===== src/rtl/fifo_uart_tx.sv =====
// FIFO-drain UART transmitter: pops one word per frame and sends start, data LSB-first, [parity], stop.
// Optional even parity bit is built when UART_TX_PARITY_EN is defined.
module fifo_uart_tx #(
    parameter int width        = 8,
    parameter int clks_per_bit = 16
) (
    input  logic             clk_i,
    input  logic             reset_i,
    input  logic [width-1:0] fifo_dout_i,
    input  logic             fifo_empty_i,
    output logic             fifo_rd_en_o,
    output logic             tx_o,
    output logic             busy_o
);

    localparam int BW = (clks_per_bit > 1) ? $clog2(clks_per_bit) : 1;
    localparam int CW = $clog2(width + 1);
    localparam logic [BW-1:0] BAUD_MAX = BW'(clks_per_bit - 1);
    localparam logic [CW-1:0] LAST_BIT = CW'(width - 1);

    typedef enum logic [2:0] {
        IDLE, FETCH, START, DATA, STOP
`ifdef UART_TX_PARITY_EN
        , PARITY
`endif
    } state_t;

    state_t           state;
    logic [BW-1:0]    baud_cnt;
    logic [CW-1:0]    bit_cnt;
    logic [width-1:0] shift;
    logic             baud_done;
`ifdef UART_TX_PARITY_EN
    logic             parity;
`endif

    assign baud_done = (baud_cnt == BAUD_MAX);

    // tx_o is registered from the current state, so the line trails the state by one
    // cycle; the popped word lands on fifo_dout_i during START's first cycle.
    always_ff @(posedge clk_i) begin
        if (!reset_i) begin
            state        <= IDLE;
            tx_o         <= 1'b1;
            busy_o       <= 1'b0;
            fifo_rd_en_o <= 1'b0;
            bit_cnt      <= '0;
            baud_cnt     <= '0;
            shift        <= '0;
`ifdef UART_TX_PARITY_EN
            parity       <= 1'b0;
`endif
        end else begin
            fifo_rd_en_o <= 1'b0;
            case (state)
                IDLE: begin
                    tx_o     <= 1'b1;
                    baud_cnt <= '0;
                    if (!fifo_empty_i) begin
                        fifo_rd_en_o <= 1'b1;
                        busy_o       <= 1'b1;
                        state        <= FETCH;
                    end
                end
                FETCH: begin
                    tx_o     <= 1'b1;
                    baud_cnt <= '0;
                    bit_cnt  <= '0;
                    state    <= START;
                end
                START: begin
                    tx_o <= 1'b0;
                    if (baud_cnt == '0) begin
                        shift  <= fifo_dout_i;
`ifdef UART_TX_PARITY_EN
                        parity <= ^fifo_dout_i;
`endif
                    end
                    if (baud_done) begin
                        baud_cnt <= '0;
                        state    <= DATA;
                    end else begin
                        baud_cnt <= baud_cnt + 1'b1;
                    end
                end
                DATA: begin
                    tx_o <= shift[0];
                    if (baud_done) begin
                        baud_cnt <= '0;
                        shift    <= shift >> 1;
                        bit_cnt  <= bit_cnt + 1'b1;
                        if (bit_cnt == LAST_BIT) begin
`ifdef UART_TX_PARITY_EN
                            state <= PARITY;
`else
                            state <= STOP;
`endif
                        end
                    end else begin
                        baud_cnt <= baud_cnt + 1'b1;
                    end
                end
`ifdef UART_TX_PARITY_EN
                PARITY: begin
                    tx_o <= parity;
                    if (baud_done) begin
                        baud_cnt <= '0;
                        state    <= STOP;
                    end else begin
                        baud_cnt <= baud_cnt + 1'b1;
                    end
                end
`endif
                STOP: begin
                    tx_o <= 1'b1;
                    if (baud_done) begin
                        baud_cnt <= '0;
                        busy_o   <= 1'b0;
                        state    <= IDLE;
                    end else begin
                        baud_cnt <= baud_cnt + 1'b1;
                    end
                end
                default: state <= IDLE;
            endcase
        end
    end

endmodule


===== config.mk =====
export PLATFORM = sky130hd
export DESIGN_NAME = fifo_uart_tx
export DESIGN_NICKNAME = d
export VERILOG_FILES = /design/src/rtl/fifo_uart_tx.sv
export SDC_FILE = /design/constraint.sdc
export NUM_CORES = 1
export LEC_CHECK = 0
export CAP_MARGIN = 40
export CORE_ASPECT_RATIO = 0.9
export CORE_UTILIZATION = 45
export DETAILED_ROUTE_END_ITERATION = 12
export PLACE_DENSITY = 0.66
export SLEW_MARGIN = 20
export SYNTH_ARGS = -nofsm -noshare
export SYNTH_HDL_FRONTEND = slang
export SYNTH_SLANG_ARGS = --single-unit
export TNS_END_PERCENT = 20

===== constraint.sdc =====
create_clock -name clk_i -period 2.2 [get_ports clk_i]
set_input_delay 0.44 -clock clk_i [delete_from_list [all_inputs] [get_ports clk_i]]
set_output_delay 0.44 -clock clk_i [all_outputs]
set_load 0.005 [all_outputs]

Yosys cells after proc, flatten, opt, wreduce, memory -nomap -nowiden
Cells that the tools add are included.
W data, S select, Z words.

cells by class
  equality and inequality tests = 12
  muxes and demuxes = 18
  add/sub/neg operators = 2
  reduce and logical (&&, ||, !) cells = 15

operators by type and width
  cell                   count
  $mux W8                2
  $pmux W4 S2            2
  $pmux W8 S2            1
  $mux W3                5
  $pmux W3 S5            1
  $ne A2 B2 Y1 const B   6
  $add A4 B1 Y4 const B  2
  $mux W4                2
  $reduce_bool A2 Y1     4
  $eq A3 B2 Y1 const B   2
  $reduce_and A3 Y1      2
  $reduce_or A3 Y1       2
  $reduce_and A5 Y1      1
  $eq A4 B3 Y1 const B   1
  $eq A4 B4 Y1 const B   1
  $logic_not A4 Y1       1
  $reduce_and A2 Y1      2
  $eq A3 B1 Y1 const B   1
  $eq A3 B3 Y1 const B   1
  $logic_not A3 Y1       1
  $mux W1                3
  $pmux W1 S3            1
  $reduce_bool A3 Y1     1
  $pmux W1 S2            1
  $reduce_or A2 Y1       1

word-level totals
  word-level logic and storage cells = 54
  input port bits = 11
  register bits = 22
  output and inout bits = 3

Longest topological paths before layout
  word-level depth = 4
  mapped depth = 7
  mapped depth without buffers = 6

Worst setup path before layout
No wires, ideal clock.

  kind = reg2reg
  start point = register baud_cnt[0]
  end point = register shift[3]
  arrival = 1460 ps
  data required time = 2084 ps
  stages on the path, launching flop included = 8
  buffers on the path = 1
  slack = 624 ps
  period minus slack after synthesis = 1576 ps
  cells stage by stage = dfxtp_1 -> inv_1 -> ha_1 -> or4b_4 -> o22ai_4 -> buf_6 -> nand3_2 -> o211a_1

between the ends
  word-level cells in the longest chain between the ends = 3
  elaborated cells between the ends (all ways) = 5
  classes of those cells = eq/ne: 3; reduce/logical: 2

RTL lines
  item                                                     line    text
  from (decl)                                              29      logic [BW-1:0] baud_cnt;
  from (signal assigned)                                   83      baud_cnt <= baud_cnt + 1'b1;
  from (signal assigned)                                   100     baud_cnt <= baud_cnt + 1'b1;
  from (signal assigned)                                   121     baud_cnt <= baud_cnt + 1'b1;
  $eq A4 B4 Y1 / $logic_not A4 Y1 (equally long branches)  37, 73
  $ne A2 B2 Y1 (no line)                                   n/a
  $reduce_and A3 Y1 (no line) (*)                          n/a
  to (signal assigned)                                     74      shift <= fifo_dout_i;
  to (signal assigned)                                     90      shift <= shift >> 1;
  to (decl)                                                31      logic [width-1:0] shift;

Mark *: on every way between the ends. The rest lies on a longest branch, timed or not.
A chain may end at the register's enable or synchronous reset.

Worst setup path in the final report
  start point = register state[0]
  end point = register shift[6]

between the ends
  word-level cells in the longest chain between the ends = 3
  elaborated cells between the ends (all ways) = 7
  classes of those cells = eq/ne: 4; mux: 1; reduce/logical: 2

RTL lines
  item                                                                 line  text
  from (decl)                                                          28    state_t state;
  from (signal assigned)                                               43    state <= IDLE;
  from (signal assigned)                                               62    state <= FETCH;
  from (signal assigned)                                               69    state <= START;
  $eq A3 B2 Y1                                                         55    case (state)
  $ne A2 B2 Y1 (no line) / $reduce_bool A2 Y1 (equally long branches)  n/a
  $reduce_and A3 Y1 (no line)                                          n/a

Several ways; a longest one is shown, not always the timed one.

==> flow_summary.ini <==
[run_status]
status = completed

[logic_synthesis]
synth_ff_type = dfxtp_1
synthCells = 141
synth.top_cell.area_share_pct = 36.7
synth_area_leaders = dfxtp_1, nand3_1, o211a_1
synth_area_leader_cell = dfxtp_1
avgSynthCellArea_um2 = 8.50
ys_ff_latch = 22
yosys_warnings = 0
syn_nets = 155
ys_top_cells_by_count = dfxtp_1, nand2_1, nand3_1
synth-edff-count = 0
synth_cell_types = 38
seq_area_frac_synth_pct = 36.7
synth_most_common_cell = dfxtp_1
syn_area_um2 = 1200
async_reset_ff_share_pct = 0

[worst_hold_path]
hp-class = register to register
min_to = tx_o
min_from = tx_o
hold_depth = 2

[setup_path]
end_kind = register
reg2reg_depth = 4
cp_max_fo = 15
crit_required_ps = 2420
crit_start = state[0]
r2r_setup_slack_ps = 340
r2r_start = state[0]
critPathLaunchType = register
worstSetupPathType = register to register
rr_endpoint = shift[6]
worstPathArrival_ps = 2070

[final_layout]
fillers = 230
regArea_um2 = 440
multi_input_area_um2 = 686
fin_area_um2 = 1400
drive_above_1_share_pct = 11.1
nets = 168
antenna-diode-count = 0
area_delta_synth_final_pct = 16.8

[global_routing]
grt_use_total_pct = 19.3
grt_pass1_wl_um = 4300
overflow = 0
grt_start_max_net_pins = 18
antenna_found_initial = 0
first_global_vias = 940

[sta]
max_freq_mhz = 539
min_period_ps = 1860
slew_viol_final = 0
hold_viol_final = 0
finalSetupTns_ps = 0
rsz0062_at_grt = no
worst_slew_pin_slew_ps = 604
period_share_pct = 84.3
setup_viol = 0
clock_skew_ps = 1.66
slew_headroom_pct = 59.6
hold_slack_ps = 494

[place]
post-dp-hpwl_um = 1730
portBuffers = 13
place_congestion = 0.814
place_area_um2 = 1350

[clock_tree]
tritoncts = built
cts_hold_buf = 0
cts_setup_buffers = 0
cts_made_buffers = 3
htreeDepth = 1
clk_pin_slew_ps = 120
cts_buffer_depth = 2
root_buffer = clkbuf_4
cts_resized = 0
cts.sinks = 22
clk_latency_ps = 310

[route]
dr.pass1.iters = 4
routed.top_layer = met4
wl_met3_um = 128
drc = 0
drtAntennaViolNets = 0
wire_per_inst_um = 13.8
vias_per_cell = 5.76
detail_route.iter0.violations = 27
drt_wl_total_um = 2490
route.met2.wl_um = 1160
vias = 1042
met1Wirelength_um = 1200

[pwr]
sw_frac_of_total_pct = 25.0
vdd_drop_max_uv = 542
pwr-share-clk_pct = 34.0
p_int_uw = 687
p_seq_share_pct = 48.9
power_density_nw_per_um2 = 654
comb_power_share_pct = 17.1
switchingPower_uw = 229
p_leak_uw = 0.000597

[floorplan]
fp.dieArea_um2 = 2870
dieHeight_um = 51.0
dieWidth_um = 56.4
ios = 14
coreArea_um2 = 2490
row_count = 17
start_util_pct = 48.2

[job]
cap_violations = 0
critical path: stages (launching register included):
cell,delay (ps)
dfxtp_1,460
or4b_4,620
o22ai_4,360
o211ai_1,160
o211a_1,150
sequential cells by signal, summed over array words and instances (netlist names):
register,cells
shift,8
baud_cnt,4
bit_cnt,4
state,3
busy_o,1
fifo_rd_en_o,1
tx_o,1
cell type report:
type / instances / area share [%]
tap: 28 / 2.50
inverter: 5 / 1.34
clock inverter: 1 / 2.14
clock buffer: 3 / 1.61
sequential: 22 / 31.5
timing repair buffer: 18 / 12.0
multi-input combinational: 104 / 49.0
metrics by stage:
step | total power [µW] | std cells | utilization, % | worst slack [ps]
floorplan | 558 | 141 | - | 624
global placement | 607 | 177 | 54.1 | 446
global route | 970 | 181 | 56.3 | 274
detailed placement | 610 | 177 | 54.1 | 381
CTS | 921 | 181 | 56.3 | 366
finish | 916 | 181 | 56.3 | 344
worst max path at each step:
stage             endpoint  slack (ps)  cells past startpoint
2_1_floorplan     shift[3]         620                      7
3_3_place_gp   baud_cnt[2]         450                      3
3_5_place_dp   baud_cnt[3]         380                      4
4_1_cts           shift[6]         370                      6
5_1_grt           shift[6]         270                      6
6_report          shift[6]         340                      4
layout by cell type, fill, tap and decap left out, types with 2 or more instances in the layout:
cell type,netlist,routed
inv_1,5,5
nand2_1,15,15
a21boi_0,2,2
mux2i_1,2,2
nor3b_1,2,2
nand2b_1,3,3
a21oi_1,7,7
and3_1,2,2
nor3_1,2,2
nand3_1,15,15
clkdlybuf4s50_1,0,13
buf_4,0,5
a31oi_1,2,2
dfxtp_1,22,22
o211a_1,7,7
nor2b_1,5,5
nand3_2,4,4
o21ai_0,9,9
clkbuf_4,0,3
o21a_1,4,4
nor2_1,4,4
ha_1,3,3
power groups by stage:
stage / Clock (µW) / Sequential [µW] / Combinational (µW)
after floorplan: 0 / 446 / 112
after global placement: 0 / 455 / 153
after detailed placement: 0 / 456 / 154
after CTS: 318 / 447 / 156
after global routing: 347 / 451 / 172
final: 312 / 448 / 156
logic make-up after synthesis:
| family | share of synthesized area, % |
|---|---|
| compound gates | 23.9 |
| flops | 36.7 |
| fa+ha+maj | 3.13 |
| mux | 2.61 |
| simple gates | 27.6 |
| buf+inv | 6.05 |
per-layer routing:
metal	GRT usage [%]	vias up
met2	31.7	20
met4	6.50	0
met5	0	-
met1	24.4	487
met3	5.57	2
li1	-	533
Power figures use the tool's default switching activity.
